## config.mk

```make
export PLATFORM = sky130hd
export DESIGN_NAME = enemy_squad_flat
export DESIGN_NICKNAME = d
export VERILOG_FILES = /design/src/rtl/enemy_squad_pkg.sv /design/src/rtl/enemy_squad_if.sv /design/src/rtl/enemy_squad_sprite_rom.sv /design/src/rtl/enemy_squad.sv /design/src/flat_wrapper.sv
export SDC_FILE = /design/constraint.sdc
export NUM_CORES = 1
export LEC_CHECK = 0
export CAP_MARGIN = 10
export CORE_MARGIN = 1.5
export CORE_UTILIZATION = 40
export CTS_CLUSTER_DIAMETER = 200
export DETAILED_ROUTE_END_ITERATION = 6
export PLACE_DENSITY = 0.63
export REMOVE_ABC_BUFFERS = 1
export SYNTH_ARGS = -nofsm -noshare
export SYNTH_HDL_FRONTEND = slang
export SYNTH_SLANG_ARGS = --single-unit
```

## constraint.sdc

```tcl
create_clock -name clk -period 12.3 [get_ports clk]
set_clock_uncertainty 0.1 [all_clocks]
set_input_delay 2.46 -clock clk [delete_from_list [all_inputs] [get_ports clk]]
set_output_delay 2.46 -clock clk [all_outputs]
set_load 0.005 [all_outputs]
```

## src/rtl/enemy_squad_pkg.sv

```systemverilog
// Shared types, screen limits and the add-only span test used by the enemy squad.
package enemy_squad_pkg;

    typedef enum logic [1:0] {
        ALIVE   = 2'd0,
        EXPLODE = 2'd1,
        DEAD    = 2'd2
    } enemy_state_t;

    typedef enum logic {
        RIGHT = 1'b0,
        LEFT  = 1'b1
    } dir_t;

    localparam int SCREEN_W = 640;
    localparam int SCREEN_H = 480;

    // True when a lies strictly within half of c; widened so neither side wraps.
    function automatic logic in_span(input logic [9:0] a, input logic [9:0] c,
                                     input logic [9:0] half);
        return (({1'b0, a} + {1'b0, half}) > {1'b0, c}) &&
               ({1'b0, a} < ({1'b0, c} + {1'b0, half}));
    endfunction

endpackage

```

## src/rtl/enemy_squad_if.sv

```systemverilog
// Frame, bullet, scan and status signals between the squad and the game core.
interface enemy_squad_if
    import enemy_squad_pkg::*;
#(
    parameter int N_ENEMY = 4
);
    logic               frameTick;
    logic               bulletValid;
    logic [9:0]         bulletPosX;
    logic [9:0]         bulletPosY;
    logic [9:0]         horCnt;
    logic [9:0]         verCnt;
    logic               hitPulse;
    logic [2:0]         hitIndex;
    logic [N_ENEMY-1:0] aliveMask;
    logic               allDead;
    logic [9:0]         posX;
    logic [9:0]         posY;
    logic [5:0]         rgbContentEnemy;

    modport slave (
        input  frameTick, bulletValid, bulletPosX, bulletPosY, horCnt, verCnt,
        output hitPulse, hitIndex, aliveMask, allDead, posX, posY, rgbContentEnemy
    );

    modport master (
        output frameTick, bulletValid, bulletPosX, bulletPosY, horCnt, verCnt,
        input  hitPulse, hitIndex, aliveMask, allDead, posX, posY, rgbContentEnemy
    );
endinterface

```

## src/rtl/enemy_squad_sprite_rom.sv

```systemverilog
// Two-frame 16x16 enemy bitmap; bit k of a row is sprite column k.
module enemy_sprite_rom
    import enemy_squad_pkg::*;
(
    input  logic        frame,
    input  logic [3:0]  row,
    output logic [15:0] row_bits
);
    always_comb begin
        row_bits = 16'h0000;
        case (row)
            4'd2:    row_bits = 16'h1010;
            4'd3:    row_bits = 16'h0820;
            4'd4:    row_bits = 16'h1FF0;
            4'd5:    row_bits = 16'h3BB8;
            4'd6:    row_bits = 16'h7FFC;
            4'd7:    row_bits = 16'h5FF4;
            4'd8:    row_bits = 16'h7FFE;
            4'd9:    row_bits = frame ? 16'h2828 : 16'h5014;
            4'd10:   row_bits = frame ? 16'h4444 : 16'h0C60;
            default: row_bits = 16'h0000;
        endcase
    end
endmodule

```

## src/rtl/enemy_squad.sv

```systemverilog
// Row of marching enemies: per-enemy life FSM, bullet hit arbitration,
// rim-bounce movement and a registered pixel output.
module enemy_squad
    import enemy_squad_pkg::*;
#(
    parameter int N_ENEMY     = 4,
    parameter int SPACING     = 40,
    parameter int HALF_W      = 8,
    parameter int HALF_H      = 8,
    parameter int STEP        = 2,
    parameter int MOVE_TICKS  = 4,
    parameter int DROP        = 8,
    parameter int EXPL_FRAMES = 8,
    parameter int iPosX       = 69,
    parameter int iPosY       = 40,
    parameter int leftRim     = 9,
    parameter int rightRim    = 630,
    parameter logic [5:0] COLOR      = 6'b000011,
    parameter logic [5:0] EXPL_COLOR = 6'b110000
)(
    input logic          clk,
    input logic          reset,
    enemy_squad_if.slave bus
);
    localparam int MW    = $clog2(MOVE_TICKS + 1);
    localparam int EW    = $clog2(EXPL_FRAMES + 1);
    localparam int Y_MAX = SCREEN_H - 1 - HALF_H;

    logic [9:0]    pos_x_q, pos_x_d, pos_y_q, pos_y_d;
    dir_t          dir_q, dir_d;
    logic [MW-1:0] move_cnt_q, move_cnt_d;
    logic          anim_q, anim_d;
    logic          lock_q, lock_d;
    logic          hit_pulse_q, hit_pulse_d;
    logic [2:0]    hit_index_q, hit_index_d;
    logic [5:0]    rgb_q, rgb_d;

    logic [N_ENEMY-1:0][9:0] centre_x;
    logic [N_ENEMY-1:0][3:0] pix_col;
    logic [N_ENEMY-1:0]      alive, live, cand, pix_hit, win_oh;
    logic [2:0]  win_idx;
    logic        cand_any, accept, all_dead, pix_any, pix_alive;
    logic [9:0]  hi_c, lo_c, drop_y;
    logic [3:0]  pix_row, col_sel;
    logic [15:0] rom_bits;

    genvar gi;
    generate
        for (gi = 0; gi < N_ENEMY; gi++) begin : g_enemy
            enemy_state_t  state_q, state_d;
            logic [EW-1:0] expl_cnt_q, expl_cnt_d;

            assign centre_x[gi] = pos_x_q + 10'(gi * SPACING);
            assign alive[gi]    = (state_q == ALIVE);
            assign live[gi]     = (state_q != DEAD);
            assign cand[gi]     = bus.bulletValid && alive[gi] &&
                                  in_span(bus.bulletPosX, centre_x[gi], 10'(HALF_W)) &&
                                  in_span(bus.bulletPosY, pos_y_q, 10'(HALF_H));
            assign pix_hit[gi]  = live[gi] &&
                                  in_span(bus.horCnt, centre_x[gi], 10'(HALF_W)) &&
                                  in_span(bus.verCnt, pos_y_q, 10'(HALF_H));
            // Only the low nibble of the column offset is needed to address the ROM.
            assign pix_col[gi]  = bus.horCnt[3:0] + 4'(HALF_W) - centre_x[gi][3:0];

            always_comb begin
                state_d    = state_q;
                expl_cnt_d = expl_cnt_q;
                case (state_q)
                    ALIVE: if (accept && win_oh[gi]) begin
                        state_d    = EXPLODE;
                        expl_cnt_d = '0;
                    end
                    EXPLODE: if (bus.frameTick) begin
                        if (expl_cnt_q == EW'(EXPL_FRAMES - 1)) begin
                            state_d    = DEAD;
                            expl_cnt_d = '0;
                        end else begin
                            expl_cnt_d = expl_cnt_q + 1'b1;
                        end
                    end
                    default: ;
                endcase
            end

            always_ff @(posedge clk) begin
                if (!reset) begin
                    state_q    <= ALIVE;
                    expl_cnt_q <= '0;
                end else begin
                    state_q    <= state_d;
                    expl_cnt_q <= expl_cnt_d;
                end
            end
        end
    endgenerate

    // Lowest index wins for hits, leftmost live enemy and pixel ownership.
    always_comb begin
        win_oh    = '0;
        win_idx   = '0;
        cand_any  = 1'b0;
        lo_c      = centre_x[0];
        hi_c      = centre_x[0];
        pix_any   = 1'b0;
        pix_alive = 1'b0;
        col_sel   = '0;
        for (int i = N_ENEMY - 1; i >= 0; i--) begin
            if (cand[i]) begin
                win_oh    = '0;
                win_oh[i] = 1'b1;
                win_idx   = 3'(i);
                cand_any  = 1'b1;
            end
            if (live[i]) lo_c = centre_x[i];
            if (pix_hit[i]) begin
                pix_any   = 1'b1;
                pix_alive = alive[i];
                col_sel   = pix_col[i];
            end
        end
        for (int i = 0; i < N_ENEMY; i++) begin
            if (live[i]) hi_c = centre_x[i];
        end
    end

    assign accept   = cand_any && !lock_q;
    assign all_dead = ~|live;
    assign pix_row  = bus.verCnt[3:0] + 4'(HALF_H) - pos_y_q[3:0];
    assign drop_y   = (({1'b0, pos_y_q} + 11'(DROP)) > 11'(Y_MAX)) ? 10'(Y_MAX)
                                                                 : pos_y_q + 10'(DROP);

    enemy_sprite_rom u_rom (
        .frame    (anim_q),
        .row      (pix_row),
        .row_bits (rom_bits)
    );

    always_comb begin
        pos_x_d     = pos_x_q;
        pos_y_d     = pos_y_q;
        dir_d       = dir_q;
        move_cnt_d  = move_cnt_q;
        anim_d      = anim_q;
        lock_d      = bus.bulletValid && (lock_q || accept);
        hit_pulse_d = accept;
        hit_index_d = accept ? win_idx : hit_index_q;
        rgb_d       = 6'b000000;
        if (bus.frameTick && !all_dead) begin
            if (move_cnt_q == MW'(MOVE_TICKS - 1)) begin
                move_cnt_d = '0;
                anim_d     = ~anim_q;
                if (dir_q == RIGHT) begin
                    if (({1'b0, hi_c} + 11'(HALF_W + STEP)) > 11'(rightRim)) begin
                        pos_y_d = drop_y;
                        dir_d   = LEFT;
                    end else begin
                        pos_x_d = pos_x_q + 10'(STEP);
                    end
                end else begin
                    if ({1'b0, lo_c} < 11'(leftRim + HALF_W + STEP)) begin
                        pos_y_d = drop_y;
                        dir_d   = RIGHT;
                    end else begin
                        pos_x_d = pos_x_q - 10'(STEP);
                    end
                end
            end else begin
                move_cnt_d = move_cnt_q + 1'b1;
            end
        end
        if (pix_any && rom_bits[col_sel]) begin
            rgb_d = pix_alive ? COLOR : EXPL_COLOR;
        end
    end

    always_ff @(posedge clk) begin
        if (!reset) begin
            pos_x_q     <= 10'(iPosX);
            pos_y_q     <= 10'(iPosY);
            dir_q       <= RIGHT;
            move_cnt_q  <= '0;
            anim_q      <= 1'b0;
            lock_q      <= 1'b0;
            hit_pulse_q <= 1'b0;
            hit_index_q <= '0;
            rgb_q       <= '0;
        end else begin
            pos_x_q     <= pos_x_d;
            pos_y_q     <= pos_y_d;
            dir_q       <= dir_d;
            move_cnt_q  <= move_cnt_d;
            anim_q      <= anim_d;
            lock_q      <= lock_d;
            hit_pulse_q <= hit_pulse_d;
            hit_index_q <= hit_index_d;
            rgb_q       <= rgb_d;
        end
    end

    assign bus.hitPulse        = hit_pulse_q;
    assign bus.hitIndex        = hit_index_q;
    assign bus.aliveMask       = alive;
    assign bus.allDead         = all_dead;
    assign bus.posX            = pos_x_q;
    assign bus.posY            = pos_y_q;
    assign bus.rgbContentEnemy = rgb_q;

endmodule

```

## src/flat_wrapper.sv

```systemverilog
// flat-port wrapper written by rule: the top's interface ports become plain ports
module enemy_squad_flat import enemy_squad_pkg::*;
#(
    parameter int N_ENEMY     = 4,
    parameter int SPACING     = 40,
    parameter int HALF_W      = 8,
    parameter int HALF_H      = 8,
    parameter int STEP        = 2,
    parameter int MOVE_TICKS  = 4,
    parameter int DROP        = 8,
    parameter int EXPL_FRAMES = 8,
    parameter int iPosX       = 69,
    parameter int iPosY       = 40,
    parameter int leftRim     = 9,
    parameter int rightRim    = 630,
    parameter logic [5:0] COLOR      = 6'b000011,
    parameter logic [5:0] EXPL_COLOR = 6'b110000
)
  (clk, reset, bus_frameTick, bus_bulletValid, bus_bulletPosX, bus_bulletPosY, bus_horCnt, bus_verCnt, bus_hitPulse, bus_hitIndex, bus_aliveMask, bus_allDead, bus_posX, bus_posY, bus_rgbContentEnemy);
  enemy_squad_if #(.N_ENEMY(N_ENEMY)) bus_i ();
  input logic clk;
  input logic reset;
  input wire logic [$bits(bus_i.frameTick)-1:0] bus_frameTick;
  input wire logic [$bits(bus_i.bulletValid)-1:0] bus_bulletValid;
  input wire logic [$bits(bus_i.bulletPosX)-1:0] bus_bulletPosX;
  input wire logic [$bits(bus_i.bulletPosY)-1:0] bus_bulletPosY;
  input wire logic [$bits(bus_i.horCnt)-1:0] bus_horCnt;
  input wire logic [$bits(bus_i.verCnt)-1:0] bus_verCnt;
  output wire logic [$bits(bus_i.hitPulse)-1:0] bus_hitPulse;
  output wire logic [$bits(bus_i.hitIndex)-1:0] bus_hitIndex;
  output wire logic [$bits(bus_i.aliveMask)-1:0] bus_aliveMask;
  output wire logic [$bits(bus_i.allDead)-1:0] bus_allDead;
  output wire logic [$bits(bus_i.posX)-1:0] bus_posX;
  output wire logic [$bits(bus_i.posY)-1:0] bus_posY;
  output wire logic [$bits(bus_i.rgbContentEnemy)-1:0] bus_rgbContentEnemy;
  assign bus_i.frameTick = bus_frameTick;
  assign bus_i.bulletValid = bus_bulletValid;
  assign bus_i.bulletPosX = bus_bulletPosX;
  assign bus_i.bulletPosY = bus_bulletPosY;
  assign bus_i.horCnt = bus_horCnt;
  assign bus_i.verCnt = bus_verCnt;
  assign bus_hitPulse = bus_i.hitPulse;
  assign bus_hitIndex = bus_i.hitIndex;
  assign bus_aliveMask = bus_i.aliveMask;
  assign bus_allDead = bus_i.allDead;
  assign bus_posX = bus_i.posX;
  assign bus_posY = bus_i.posY;
  assign bus_rgbContentEnemy = bus_i.rgbContentEnemy;
  enemy_squad #(.N_ENEMY(N_ENEMY), .SPACING(SPACING), .HALF_W(HALF_W), .HALF_H(HALF_H), .STEP(STEP), .MOVE_TICKS(MOVE_TICKS), .DROP(DROP), .EXPL_FRAMES(EXPL_FRAMES), .iPosX(iPosX), .iPosY(iPosY), .leftRim(leftRim), .rightRim(rightRim), .COLOR(COLOR), .EXPL_COLOR(EXPL_COLOR)) u_core (.clk(clk), .reset(reset), .bus(bus_i));
endmodule
```

==> results.md <==
- Status: finished, final reports clean
- Pleak: 0.00391 µW
- Reg2reg path depth: 16
- Vias in the first global route: 7263
- Skew-Pair Late Insertion Delay: 0.28 ns
- Ports: 79
- H-tree lvl count: 2
- Pwr/cell area: 51.9 nW/µm²
- Post_cts resized: 0
- Final ANT Viol Nets: 0
- Total GRT Usage: 22.4%
- Post-synth EDFFs: 0
- Filler cell count: 2050
- Worst hold stages: 2
- Net Sw Frac: 32.3%
- Worst endpoint required time: 12.43 ns
- Startpoint types: primary input
- Mean Syn Cell Area: 7.86 µm²
- Sequential Power Share: 35.8%
- Drt drc: 0
- Normalized max-slew margin: 29.5%
- Setup TNS: 0 ns
- WS Path Type: primary input to register
- Top-count cell post-synth: ha_1
- Reg2reg end: u_core.bus.rgbContentEnemy[4]
- Hold Violations, Final: 0
- Port Buf Inserts: 74
- Via count: 7977
- Clock buffer depth: 2
- Antenna violations before repair: 0
- CTS Buf Count: 5
- Total core area: 20200 µm²
- Max Cap Violations: 0
- Detailed placer's ending HPWL: 19100 µm
- Critical path peak fanout: 7
- Mapped Cells: 1043
- Min-Delay Startpoint: u_core.move_cnt_q[2]
- Iteration-0 DRC Markers: 614
- Synth area leaders: ha_1 (25%), dfxtp_1 (13%), xnor2_1 (5.5%)
- TritonRoute pass-1 iters: 7
- Share of cells above drive strength 1: 3.92%
- Synth Flop Type: dfxtp_1
- Fmax: 145 MHz
- Starting Density: 40.6%
- Pins over their slew limit: 0
- Seq/Total Area, Yosys: 12.7%
- Internal power: 326 µW
- Comb pwr share: 35.2%
- Synth async-reset ratio: 0%
- RSZ-0062 raised after global routing: no
- Antenna diode instance count: 0
- Fin crit share: 56.1%
- Syn. warnings: 0
- Seq cells post-synth: 52
- Area grow syn2layout: 13.3%
- Crit Reg-Reg Startpoint: u_core.bus.posX[3]
- NumNets Final: 1310
- Clock-pin slew on the worst setup and hold paths: 0.06 ns
- Power, Total: 482 µW
- Global-route wire length before repair: 38700 µm
- Clock sinks: 52
- Finish-stage setup viols: 0
- Min-delay worst type: register to register
- Post-CTS Setup Bufs: 0
- Die area: 21400 µm²
- # hold bufs at CTS: 0
- Max IR drop VDD: 0.0000476 V
- Hold endpoint: u_core.move_cnt_q[2]
- WL final: 24300 µm
- CTS tree: done
- Largest net degree at the start of global routing: 32
- Row Count: 52
- Synth top area share: 25.3%
- Clock power frac: 29.0%
- Die H: 146 µm
- Routed length per placed instance: 17.8 µm
- Arrival @ worst endpoint: 7.03 ns
- Final core area utilization: 46.0%
- Synth cell count leaders: ha_1 (166), nand2_1 (73), nor2_1 (71)
- Slew @ Worst Pin: 1.06 ns
- Number of distinct library cells after synthesis: 79
- GPL Wtd Cong: 0.941
- P_sw: 156 µW
- Yosys top cell by area: ha_1
- Die width: 146 µm
- Post-route minimum period: 6.90 ns
- Reg2Reg Setup Slack: 6.31 ns
- Type of element capturing the critical path: register
- CTS root buffer: clkbuf_16
- Grt total ovfl: 0
- Via/cell ratio: 5.84
- Mapped Area: 8190 µm²
## critical path, stage by stage
cell and delay [ns]:
clkdlybuf4s50_1 0.64, and2_1 0.22, nand2_1 0.09, nor2_1 0.14
xor2_1 0.32, ha_1 0.31, and4_1 0.21, o21ai_0 0.08
a21oi_1 0.06, a2111oi_0 0.73, nor3_1 0.23, nor4_2 0.43
a211oi_4 0.16, xnor2_1 0.15, o311a_1 0.29, o32ai_1 0.32
and2_1 0.17
## through the flow
stage | setup WS (ns) | hold slack, ns | area [µm²] | instances
floorplan | 6.35 | 0.312 | 8020 | 1010
global placement | 5.28 | 0.321 | 9140 | 1359
detailed placement | 5.15 | 0.325 | 9140 | 1359
CTS | 5.46 | 0.338 | 9280 | 1367
global route | 5.25 | 0.348 | 9280 | 1367
finish | 5.40 | 0.344 | 9280 | 1367
## power groups by stage
stage	Clock, µW	Combinational [µW]	Sequential [µW]
finish	140	170	172
global route	153	190	172
CTS	145	168	172
detailed placement	0	167	176
global placement	0	166	176
floorplan	0	111	176
## area by class of cell
| type | count | area, µm² | area share, % |
|---|---|---|---|
| inverter | 64 | 240 | 2.59 |
| tap | 270 | 338 | 3.64 |
| timing repair buffer | 79 | 778 | 8.39 |
| sequential | 52 | 1040 | 11.2 |
| multi-input combinational | 894 | 6740 | 72.6 |
| clock buffer | 8 | 146 | 1.58 |
## registers in the layout, summed over array words and instances, names as in the netlist, 2 cells and up
name and count:
u_core.move_cnt_q 3, u_core.bus.rgbContentEnemy 2, u_core.bus.posX 9, u_core.bus.posY 8, u_core.g_enemy.state_q 8, u_core.bus.hitIndex 2
u_core.g_enemy.expl_cnt_q 16
## metal layers
metal | share of wire [%] | GRT usage, % | up-vias
li1 | - | - | 3948
met1 | 47 | 31.9 | 3688
met2 | 44 | 35.3 | 300
met3 | 7.0 | 3.59 | 41
met4 | 2.1 | 4.80 | 0
met5 | 0 | 0 | -
## cells by family after synthesis
| kind of cell | after synthesis | share of synthesized area, % |
|---|---|---|
| and+or+nand+nor | 326 | 20.2 |
| AOI/OAI and AO/OA | 306 | 25.6 |
| adders and majority gates | 172 | 26.6 |
| buffers and inverters | 99 | 5.16 |
| xor gates and xnor gates | 76 | 8.40 |
| DFF | 52 | 12.7 |
| muxes | 10 | 1.25 |
| other | 2 | 0.0917 |
## worst max-delay path by stage
stage	slack, ns	end	depth (start not counted)	startpoint
final	5.40	u_core.bus.rgbContentEnemy[4]	17	bus_horCnt[5]
after global routing	5.25	u_core.bus.rgbContentEnemy[4]	17	bus_horCnt[5]
after CTS	5.46	u_core.bus.rgbContentEnemy[4]	17	bus_horCnt[5]
after detailed placement	5.15	u_core.bus.rgbContentEnemy[4]	17	bus_horCnt[5]
after global placement	5.28	u_core.bus.rgbContentEnemy[4]	17	bus_horCnt[4]
after floorplan	6.35	u_core.bus.rgbContentEnemy[4]	16	bus_horCnt[3]
## placed cells by master (no fill, tap or decap), drive strengths merged, types with 8 or more instances in the layout
cell / netlist / layout
a31oi: 15 / 15
clkdlybuf4s50: 0 / 74
nand2: 73 / 73
o21ai: 62 / 62
a211oi: 23 / 23
xor2: 22 / 22
ha: 166 / 166
nor2b: 18 / 18
clkbuf: 18 / 8
nor4: 8 / 8
xnor2: 54 / 54
mux2i: 8 / 8
dfxtp: 52 / 52
and3: 11 / 11
nor3: 22 / 22
nor2: 71 / 71
nand3: 50 / 50
nand4: 12 / 12
inv: 64 / 64
a21boi: 10 / 10
o21a: 17 / 17
a21o: 35 / 35
nand2b: 16 / 16
a21oi: 64 / 64
Power figures use the tool's default switching activity.
